[src/rtl/text_write_ctrl.sv]
// Write-side controller for the character-cell text buffer: turns a byte stream
// into single-cell RAM writes and sweeps full-screen / single-row clears.
//   state     | meaning
//   CLEAR_ALL | zeroing every cell row-major, one per cycle
//   IDLE      | accepting bytes
//   CLEAR_ROW | zeroing the cursor row, one cell per cycle
module text_write_ctrl #(
    parameter int DATA_WIDTH = 8,
    parameter int ROWS       = 4,
    parameter int COLS       = 32,
    localparam int RW        = (ROWS > 1) ? $clog2(ROWS) : 1,
    localparam int CW        = (COLS > 1) ? $clog2(COLS) : 1
) (
    input  logic                  clk,
    input  logic                  reset,
    input  logic                  in_valid,
    input  logic [DATA_WIDTH-1:0] in_data,
    output logic                  in_ready,
    output logic                  ram_we,
    output logic [RW-1:0]         ram_row,
    output logic [CW-1:0]         ram_col,
    output logic [DATA_WIDTH-1:0] ram_din,
    output logic [RW-1:0]         cur_row,
    output logic [CW-1:0]         cur_col,
    output logic                  busy
);

    localparam int CELLS = ROWS * COLS;
    localparam int NW    = $clog2(CELLS + 1);

    localparam logic [RW-1:0] LAST_ROW = RW'(ROWS - 1);
    localparam logic [CW-1:0] LAST_COL = CW'(COLS - 1);
    localparam logic [NW-1:0] N_ALL    = NW'(CELLS);
    localparam logic [NW-1:0] N_ROW    = NW'(COLS);

    localparam logic [DATA_WIDTH-1:0] CH_BS    = DATA_WIDTH'(8'h08);
    localparam logic [DATA_WIDTH-1:0] CH_LF    = DATA_WIDTH'(8'h0A);
    localparam logic [DATA_WIDTH-1:0] CH_FF    = DATA_WIDTH'(8'h0C);
    localparam logic [DATA_WIDTH-1:0] CH_CR    = DATA_WIDTH'(8'h0D);
    localparam logic [DATA_WIDTH-1:0] CH_SPACE = DATA_WIDTH'(8'h20);
    localparam logic [DATA_WIDTH-1:0] CH_TILDE = DATA_WIDTH'(8'h7E);

    typedef enum logic [1:0] {
        CLEAR_ALL = 2'd0,
        IDLE      = 2'd1,
        CLEAR_ROW = 2'd2
    } state_t;

    state_t                state_q, state_d;
    logic [RW-1:0]         cur_row_q, cur_row_d;
    logic [CW-1:0]         cur_col_q, cur_col_d;
    logic [RW-1:0]         sw_row_q, sw_row_d;
    logic [CW-1:0]         sw_col_q, sw_col_d;
    logic [NW-1:0]         sw_left_q, sw_left_d;
    logic                  ram_we_q, ram_we_d;
    logic [RW-1:0]         ram_row_q, ram_row_d;
    logic [CW-1:0]         ram_col_q, ram_col_d;
    logic [DATA_WIDTH-1:0] ram_din_q, ram_din_d;

    logic [RW-1:0] row_inc;
    logic          printable;

    assign row_inc   = (cur_row_q == LAST_ROW) ? '0 : cur_row_q + 1'b1;
    assign printable = (in_data >= CH_SPACE) && (in_data <= CH_TILDE);

    always_ff @(posedge clk) begin
        if (reset) begin
            state_q   <= CLEAR_ALL;
            cur_row_q <= '0;
            cur_col_q <= '0;
            sw_row_q  <= '0;
            sw_col_q  <= '0;
            sw_left_q <= N_ALL;
            ram_we_q  <= 1'b0;
            ram_row_q <= '0;
            ram_col_q <= '0;
            ram_din_q <= '0;
        end else begin
            state_q   <= state_d;
            cur_row_q <= cur_row_d;
            cur_col_q <= cur_col_d;
            sw_row_q  <= sw_row_d;
            sw_col_q  <= sw_col_d;
            sw_left_q <= sw_left_d;
            ram_we_q  <= ram_we_d;
            ram_row_q <= ram_row_d;
            ram_col_q <= ram_col_d;
            ram_din_q <= ram_din_d;
        end
    end

    always_comb begin
        state_d   = state_q;
        cur_row_d = cur_row_q;
        cur_col_d = cur_col_q;
        sw_row_d  = sw_row_q;
        sw_col_d  = sw_col_q;
        sw_left_d = sw_left_q;
        ram_we_d  = 1'b0;
        ram_row_d = ram_row_q;
        ram_col_d = ram_col_q;
        ram_din_d = ram_din_q;

        case (state_q)
            IDLE: begin
                if (in_valid) begin
                    if (printable) begin
                        ram_we_d  = 1'b1;
                        ram_row_d = cur_row_q;
                        ram_col_d = cur_col_q;
                        ram_din_d = in_data;
                        if (cur_col_q != LAST_COL) begin
                            cur_col_d = cur_col_q + 1'b1;
                        end else begin
                            cur_col_d = '0;
                            cur_row_d = row_inc;
                            sw_row_d  = row_inc;
                            sw_col_d  = '0;
                            sw_left_d = N_ROW;
                            state_d   = CLEAR_ROW;
                        end
                    end else if (in_data == CH_CR) begin
                        cur_col_d = '0;
                    end else if (in_data == CH_LF) begin
                        cur_col_d = '0;
                        cur_row_d = row_inc;
                        sw_row_d  = row_inc;
                        sw_col_d  = '0;
                        sw_left_d = N_ROW;
                        state_d   = CLEAR_ROW;
                    end else if (in_data == CH_BS) begin
                        // Backspace erases the cell it moves onto; no-op at home.
                        if (cur_col_q != '0) begin
                            cur_col_d = cur_col_q - 1'b1;
                            ram_we_d  = 1'b1;
                            ram_row_d = cur_row_q;
                            ram_col_d = cur_col_q - 1'b1;
                            ram_din_d = '0;
                        end else if (cur_row_q != '0) begin
                            cur_row_d = cur_row_q - 1'b1;
                            cur_col_d = LAST_COL;
                            ram_we_d  = 1'b1;
                            ram_row_d = cur_row_q - 1'b1;
                            ram_col_d = LAST_COL;
                            ram_din_d = '0;
                        end
                    end else if (in_data == CH_FF) begin
                        cur_row_d = '0;
                        cur_col_d = '0;
                        sw_row_d  = '0;
                        sw_col_d  = '0;
                        sw_left_d = N_ALL;
                        state_d   = CLEAR_ALL;
                    end
                end
            end
            default: begin
                // Sweep runs until the down-counter hits zero; that extra cycle
                // keeps in_ready low while the final clear write is on the bus.
                if (sw_left_q != '0) begin
                    ram_we_d  = 1'b1;
                    ram_row_d = sw_row_q;
                    ram_col_d = sw_col_q;
                    ram_din_d = '0;
                    sw_left_d = sw_left_q - 1'b1;
                    if (sw_col_q == LAST_COL) begin
                        sw_col_d = '0;
                        sw_row_d = sw_row_q + 1'b1;
                    end else begin
                        sw_col_d = sw_col_q + 1'b1;
                    end
                end else begin
                    state_d = IDLE;
                end
            end
        endcase
    end

    assign in_ready = (state_q == IDLE);
    assign busy     = (state_q != IDLE);
    assign ram_we   = ram_we_q;
    assign ram_row  = ram_row_q;
    assign ram_col  = ram_col_q;
    assign ram_din  = ram_din_q;
    assign cur_row  = cur_row_q;
    assign cur_col  = cur_col_q;

endmodule

[config.mk]
export PLATFORM = sky130hd
export DESIGN_NAME = text_write_ctrl
export DESIGN_NICKNAME = d
export VERILOG_FILES = /design/src/rtl/text_write_ctrl.sv
export SDC_FILE = /design/constraint.sdc
export NUM_CORES = 1
export LEC_CHECK = 0
export ABC_AREA = 1
export BUFFER_PORTS_ARGS = -buffer_cell sky130_fd_sc_hd__buf_2
export CORE_AREA = 2 2 81 83
export DETAILED_ROUTE_END_ITERATION = 16
export DIE_AREA = 0 0 83 85
export PLACE_DENSITY_LB_ADDON = 0.3
export SLEW_MARGIN = 40
export SYNTH_ARGS = -nofsm -noshare
export SYNTH_HDL_FRONTEND = slang
export SYNTH_SLANG_ARGS = --single-unit
[constraint.sdc]
create_clock -name clk -period 1.8 [get_ports clk]
set_input_delay 0 -clock clk [delete_from_list [all_inputs] [get_ports clk]]
set_output_delay 0 -clock clk [all_outputs]
set_load 0.01 [all_outputs]
; Word level (Yosys, flattened, before mapping)
; Index checks and enable logic that the tools add are counted.
[op_classes]
n_reduce_logical = 14
muxes = 83
add_sub_neg = 7
n_eq_ne = 23
magnitude_cmp = 2
[ops]
columns = op, count
row1 = 8-bit two-way mux, 18
row2 = 5-bit two-way mux, 24
row3 = 2-bit two-way mux, 32
row4 = "8-bit by 4-bit == test with 1-bit output, second input constant", 4
row5 = 6-bit AND reduction, 3
row6 = 7-bit AND reduction, 2
row7 = "5-bit by 1-bit adder with 5-bit output, second input constant", 2
row8 = 5-bit nonzero test, 2
row9 = 1-bit two-way mux, 9
row10 = "3-bit != test, second input constant", 3
row11 = "8-bit by 6-bit >= comparator with 1-bit output, second input constant", 1
row12 = "8-bit by 7-bit less-or-equal comparator with 1-bit output, second input constant", 1
row13 = "2-bit != test, second input constant", 4
row14 = "4-bit by 1-bit != test with 1-bit output, second input constant", 2
row15 = "4-bit != test, second input constant", 2
row16 = 8-bit nonzero test, 1
row17 = "8-bit by 1-bit subtractor with 8-bit output, second input constant", 1
row18 = "6-bit by 4-bit != test with 1-bit output, second input constant", 1
row19 = 2-bit nonzero test, 3
row20 = "5-bit == test, second input constant", 1
row21 = "5-bit != test, second input constant", 1
row22 = "5-bit by 1-bit subtractor with 5-bit output, second input constant", 1
row23 = "2-bit by 1-bit adder with 2-bit output, second input constant", 2
row24 = "4-bit by 3-bit != test with 1-bit output, second input constant", 1
row25 = 8 further kinds, 8
[totals]
reg_bits = 40
inputBits = 11
output_inout_bits = 25
wordCells = 139

; Logic depth before layout (Yosys ltp)
; Gate-level depths: netlist of the first run.
[depth]
word_depth = 9
depth_mapped = 12
depth_no_buf = 12

; Least setup slack after synthesis of the first run
; No wires, ideal clock.
[synth_timing]
path_kind = reg-to-reg
start = register cur_col_q[0], in the netlist cur_col[0]
end = register sw_left_q[0]
n_path_buf = 1
synth_period_minus_slack_ns = 1.677
path_stages_with_launch = 12
path_slack_ns = 0.123
arrival_ns = 1.563
required_ns = 1.686
setup_time_ns = 0.114
path_cell_list = dfxtp_1 -> ha_1 -> nand2_1 -> nor2_1 -> ha_1 -> inv_1 -> nand4_2 -> nand3_4 -> buf_6 -> nand2_1 -> nand2_1 -> nor2_1
[synth_via]
elab_chain_cells = 3
[synth_lines]
columns = item, line
row1 = "start, declared", 51  ; logic [CW-1:0] cur_col_q, cur_col_d;
row2 = "start signal, assigned", 81  ; cur_col_q <= cur_col_d;
row3 = 5-bit != test, 112  ; if (cur_col_q != LAST_COL) begin
row4 = 3-bit != test (no source line), -
row5 = 6-bit AND reduction (no source line), -
row6 = "end signal, assigned", 84  ; sw_left_q <= sw_left_d;
row7 = "end, declared", 54  ; logic [NW-1:0] sw_left_q, sw_left_d;
; No other way between the ends.
; A chain may end at the register's enable or synchronous reset.

; Worst setup path after layout of the first run
[layout_timing]
start = register cur_col_q[0], in the netlist cur_col[0]
end = register sw_left_q[4]
; The elaborated chain is that of the path after synthesis.

==> qor.csv, run 1 <==
metric,value,unit
status,"complete, no violations",
cp.required,2.00,ns
diodes,0,
async_flop_share,0,%
final_cell_count_no_fill,563,
port_buffers,35,
holdWs,0.0941,ns
cts_root_buffer,clkbuf_8,
cts_setup_buffers,0,
gp_congestion,0.860,
core_area,6200,um2
netlist_area,2730,um2
critPathMostFrequentCell,ha_1,
antenna_found_initial,0,
tns,0,ns
slew_violations,0,
netlist_instances,439,
max_slew.worst_pin.slew,0.311,ns
cts_tree,yes,
synth_common_cells,"nand2_1 (114), nor2_1 (92), dfxtp_1 (40), inv_1 (40), nand3_1 (34)",
hold_path_class,in2reg,
period_share,93.0,%
io_pins,36,
hold_viol_final,0,
final_nets,505,
clock_sinks,40,
wl,6950,um
synth-main-ff-cell,dfxtp_1,
dieHeight,85,um
synth.ff_latch_count,40,
grt_pass1_wl,11500,um
crit_chain,ha_1 -> nand2_1 -> nor2_1 -> ha_1 -> inv_2 -> nand4_4 -> buf_4 -> nand4_1 -> a21oi_1,
synth_top_cell_by_area,dfxtp_1,
num-fill-cells,647,
rows,29,
wl_per_cell,12.3,um
postRouteAntennaNets,0,
drv_cap,0,
power.density,1130,nW/um2
grt-ovfl-total,0,
drcViolationCount,0,
cp-start-kind,register,
fmax,0.597,GHz
synthTopCellsByArea,"dfxtp_1 (29%), nand2_1 (16%), nor2_1 (13%), nand3_1 (6.2%), inv_1 (5.5%)",
initial_utilization,44.0,%
slew_headroom,79.1,%
clock_path_buffers,2,
clock_latency,0.31,ns
yosysSeqAreaShare,29.3,%
cts.reportedPaths.clkPinSlew,0.09,ns
syn_avg_cell_area,6.22,um2
ir_worst_vdd,574,uV
arrival,1.88,ns
synth_edf_count,0,
finalSetupViolCount,0,
dp_cells,551,
crit_path_end_kind,register,
rsz0062_at_grt,true,
critPathSlowestCell,dfxtp_2,
min_period,1.67,ns
grt_max_degree,28,
drt-vias-per-instance,5.08,
grt_pass1_vias,2668,
syn_to_final_growth,17.5,%
crit_type,reg2reg,
synth_most_common_cell,nand2_1,
ys.warnings.count,0,
drt_iter0_drc,137,
cts_buffers,5,
crit_fanout,7,
leakagePower,1.63,nW
synthDominantCellAreaShare,29.3,%
cpPeakStageDelay,0.34,ns
syn-num-nets,459,
vias,2858,
synth.distinct_cells,33,
layout-drive-gt1-share,21.4,%
dieArea,7060,um2
drtPass1Iterations,4,
finalClockSkew,0.00821,ns
htree_levels,2,
chipWidth,83,um
gr-usage-all-layers,19.8,%
hpwl,5120,um
==> metrics by stage <==
step	setup slack (ns)	power (mW)	utilization (%)	area (um2)
after detailed placement	0.0521	2.78	48.5	3010
after global placement	0.136	2.75	48.5	3010
after global routing	-0.00471	3.95	51.7	3210
after CTS	0.0287	3.57	50.6	3140
after floorplan	0.123	2.46	-	2730
final	0.125	3.63	51.7	3210
==> power by group <==
| group | leakage [nW] | internal [mW] | total, mW | switching [mW] |
|---|---|---|---|---|
| Clock | 0.0548 | 0.418 | 0.781 | 0.363 |
| Combinational | 1.25 | 0.608 | 1.59 | 0.984 |
| Sequential | 0.327 | 1.10 | 1.25 | 0.154 |
| Total | 1.63 | 2.13 | 3.63 | 1.50 |
==> state kept, by name, summed over array words and instances (netlist names) <==
name	count
ram_din	8
ram_col	5
sw_row_q	2
sw_col_q	5
state_q	2
ram_row	2
sw_left_q	8
ram_we	1
cur_row	2
cur_col	5
==> critical path: cells and delay by family, from the launching register on <==
family / cells / cell delay [ns]
compound gates: 1 / 0.07
fa+ha+maj: 2 / 0.41
buf+inv: 2 / 0.33
flops: 1 / 0.34
simple gates: 4 / 0.42
==> cell families after synthesis <==
group	Yosys count	synth area share (%)
compound gates	45	9.17
xor+xnor	4	1.28
fa+ha+maj	9	4.13
buf+inv	65	10.5
flops	40	29.3
simple gates	276	45.5
==> cells in the final DEF (no fill, tap or decap), drive strengths merged, types with 2 or more instances in the layout <==
cell	Yosys	final
clkbuf	4	5
nand3	36	39
nor3	2	2
o21ai	24	24
buf	10	49
nand3b	2	2
dfxtp	40	40
inv	51	52
xor2	2	2
a21oi	16	16
nor2	100	100
ha	9	9
nand2	124	124
o211ai	4	4
xnor2	2	2
nand4	10	10
==> path summary, 6_finish.rpt <==
kind / startpoint / to / slack [ns] / cells past startpoint
worst min register to register: ram_din[7]$_SDFFE_PP0P_ / ram_din[7]$_SDFFE_PP0P_ / 0.44 / 2
worst min-delay path: in_data[4] / ram_din[4]$_SDFFE_PP0P_ / 0.09 / 5
worst max-delay path: cur_col[0]$_SDFFE_PP0P_ / sw_left_q[4]$_SDFFE_PP0P_ / 0.13 / 9
worst max register to register: cur_col[0]$_SDFFE_PP0P_ / sw_left_q[4]$_SDFFE_PP0P_ / 0.13 / 9
==> cell type report <==
cell class	instances	area (um2)	area share (%)
Timing Repair Buffer	50	290	9.05
Multi-Input combinational cell	337	1710	53.2
Inverter	51	194	6.05
Clock inverter	3	46.3	1.44
Sequential cell	40	805	25.1
Tap cell	77	96.3	3.00
Clock buffer	5	68.8	2.15
==> timing repair <==
| item | 4_1_cts | 5_1_grt |
|---|---|---|
| gates resized for setup | 0 | 12 |
| endpoints found under the hold margin | 6 | 0 |
| setup endpoints to repair | 0 | 20 |
| hold buffers | 1 | 0 |
==> metal layers <==
layer	up-vias	share of wire, %	GRT usage, %
li1	1481	-	-
met1	1285	45	24.1
met2	82	49	34.7
met3	10	4.9	4.18
met4	0	1.9	6.86
met5	-	0	0
(Power assumes the default switching activity.)
==> run 2, diff against run 1 <==
CELL_PAD_IN_SITES_DETAIL_PLACEMENT = 1   (was not set)
CELL_PAD_IN_SITES_GLOBAL_PLACEMENT = 2   (was not set)
CORE_AREA = 2 2 97 99   (was 2 2 81 83)
DIE_AREA = 0 0 99 101   (was 0 0 83 85)
==> qor.csv, run 2 (synthesis gave the netlist of run 1 again) <==
metric,value,unit,change
status,"complete, no violations",,
regToRegEndpoint,sw_left_q[3]$_SDFFE_PP0P_,,
layout-drive-gt1-share,22.4,%,+1.0 points
cts_tree,yes,,
wl_per_cell,14.2,um,+15%
wl,8540,um,+23%
multi_input_comb_area,1730,um2,+1.3%
critPathTopFamily,simple AND/OR/NAND/NOR gates,,
hold_viol_final,0,,unchanged
r2r_cells,9,,unchanged
r2r_setup_slack,0.14,ns,+0.02 ns
grt_pass1_wl,14200,um,+23%
crit_type,reg2reg,,
core_area,8980,um2,+45%
max_slew.worst_pin.slew,0.438,ns,+0.126 ns
power.density,1130,nW/um2,+0.16%
postRouteAntennaNets,0,,unchanged
antenna_found_initial,0,,unchanged
hp-start,in_data[4],,
final_nets,509,,+0.79%
final_util,36.8,%,-15 points
syn_to_final_growth,21.1,%,
tns,0,ns,unchanged
leakagePower,1.65,nW,+1.1%
worst-path-stages,9,,unchanged
seq_area,803,um2,-0.16%
startpoint,cur_col[0]$_SDFFE_PP0P_,,
period_share,92.1,%,-0.98 points
vias,2890,,+1.1%
critPathSlowestCell,dfxtp_2,,
initial_utilization,30.4,%,-14 points
endpoint,sw_left_q[3]$_SDFFE_PP0P_,,
htree_levels,2,,unchanged
gp_congestion,0.830,,-3.5%
hold_path_class,in2reg,,
worstReg2RegStart,cur_col[0]$_SDFFE_PP0P_,,
rows,35,,+21%
cp-start-kind,register,,
place_area,3080,um2,+2.2%
ir_worst_vdd,552,uV,-3.8%
min_period,1.66,ns,-0.0176 ns
crit_chain,ha_1 -> nand2_1 -> nor2_1 -> ha_2 -> inv_2 -> nand4_4 -> nand3_2 -> nand2_1 -> a21oi_1,,
cts_buffers,5,,unchanged
clock_sinks,40,,unchanged
diodes,0,,unchanged
drt-vias-per-instance,4.81,,-5.3%
clock_path_buffers,2,,unchanged
port_buffers,35,,unchanged
final_common_cell,nand2_1,,
crit_fanout,7,,unchanged
dieArea,10000,um2,+42%
critPathMostFrequentCell,nand2_1,,
num-fill-cells,1185,,+83%
io_pins,36,,unchanged
cpPeakStageDelay,0.34,ns,about the same
final_cell_mix,"nand2_1 (114), nor2_1 (90), inv_1 (39), dfxtp_1 (38), buf_2 (35)",,
cp.required,2.04,ns,+0.04 ns
critical_path_buf_inv_count,1,,-1
drtPass1Iterations,4,,unchanged
chipWidth,99,um,+19%
slew_violations,0,,unchanged
finalClockSkew,0.00574,ns,-0.00247 ns
fmax,0.603,GHz,+1.1%
drv_cap,0,,unchanged
clock_latency,0.30,ns,about the same
final_cell_count_no_fill,601,,+6.7%
crit_path_end_kind,register,,
dieHeight,101,um,+19%
cts.reportedPaths.clkPinSlew,0.09,ns,about the same
grt_pass1_vias,2945,,+10%
dp_cells,588,,+6.7%
arrival,1.89,ns,about the same
slew_headroom,70.6,%,-8.5 points
gr-usage-all-layers,17.8,%,-2.0 points
rsz0062_at_grt,false,,
hpwl,6370,um,+24%
grt_max_degree,18,,-36%
finalSetupViolCount,0,,unchanged
grt-ovfl-total,0,,unchanged
cts_root_buffer,clkbuf_8,,
drt_iter0_drc,94,,-31%
drcViolationCount,0,,unchanged
stdcell_area,3310,um2,+3.1%
run 2: cell types whose count changed in the layout (fill, tap and decap cells not counted), sizes merged:
cell	before	now
buf	49	53
clkinv	0	1
inv	52	51
run 2: worst min path at each step:
stage	slack [ns]	to	depth (start not counted)
5_1_grt	0.12	ram_din[6]$_SDFFE_PP0P_	5
3_3_place_gp	0.30	sw_left_q[6]$_SDFFE_PP0P_	2
2_1_floorplan	0.24	ram_din[4]$_SDFFE_PP0P_	4
4_1_cts	0.08	ram_din[6]$_SDFFE_PP0P_	5
3_5_place_dp	0.31	sw_left_q[6]$_SDFFE_PP0P_	2
6_report	0.08	ram_din[4]$_SDFFE_PP0P_	5
run 2: worst reg2reg max path: stages (launching register included):
cell and delay (ns):
dfxtp_2 0.34, ha_1 0.22, nand2_1 0.07, nor2_1 0.05
ha_2 0.19, inv_2 0.09, nand4_4 0.21, nand3_2 0.25
nand2_1 0.07, a21oi_1 0.12
run 2: power breakdown:
| group | internal, mW | leakage, nW | switching [mW] | total, mW |
|---|---|---|---|---|
| Sequential | 1.10 | 0.327 | 0.152 | 1.25 |
| Clock | 0.419 | 0.0548 | 0.376 | 0.795 |
| Combinational | 0.639 | 1.27 | 1.06 | 1.70 |
| Total | 2.15 | 1.65 | 1.59 | 3.74 |
run 2: per-stage QoR:
step	total power [mW]	hold WS, ns	worst slack, ns
3_3_place_gp	2.84	0.298	0.0790
6_report	3.74	0.0809	0.143
3_5_place_dp	2.90	0.306	-0.0159
4_1_cts	3.76	0.0783	0.0530
2_1_floorplan	2.46	0.243	0.123
5_1_grt	4.11	0.120	0.00690
run 2: repair_timing:
item / CTS / global route
gates cloned: 1 / 2
setup endpoints to repair: 9 / 31
endpoints found under the hold margin: 6 / 0
pin swaps: 1 / 3
setup buffers: 0 / 1
hold buffers: 1 / 0
gates resized for setup: 2 / 15
run 2: cell type report:
type	instances	area share, %
Clock buffer	5	2.08
Clock inverter	3	1.40
Inverter	51	5.90
Multi-Input combinational cell	337	52.3
Sequential cell	40	24.3
Tap cell	111	4.20
Timing Repair Buffer	54	9.80
run 2: routing by layer:
| metal | share of wire, % | global-route usage [%] |
|---|---|---|
| met1 | 48 | 22.1 |
| met2 | 50 | 32.4 |
| met3 | 2.1 | 2.91 |
| met4 | 0.78 | 3.48 |
| met5 | 0 | 0 |
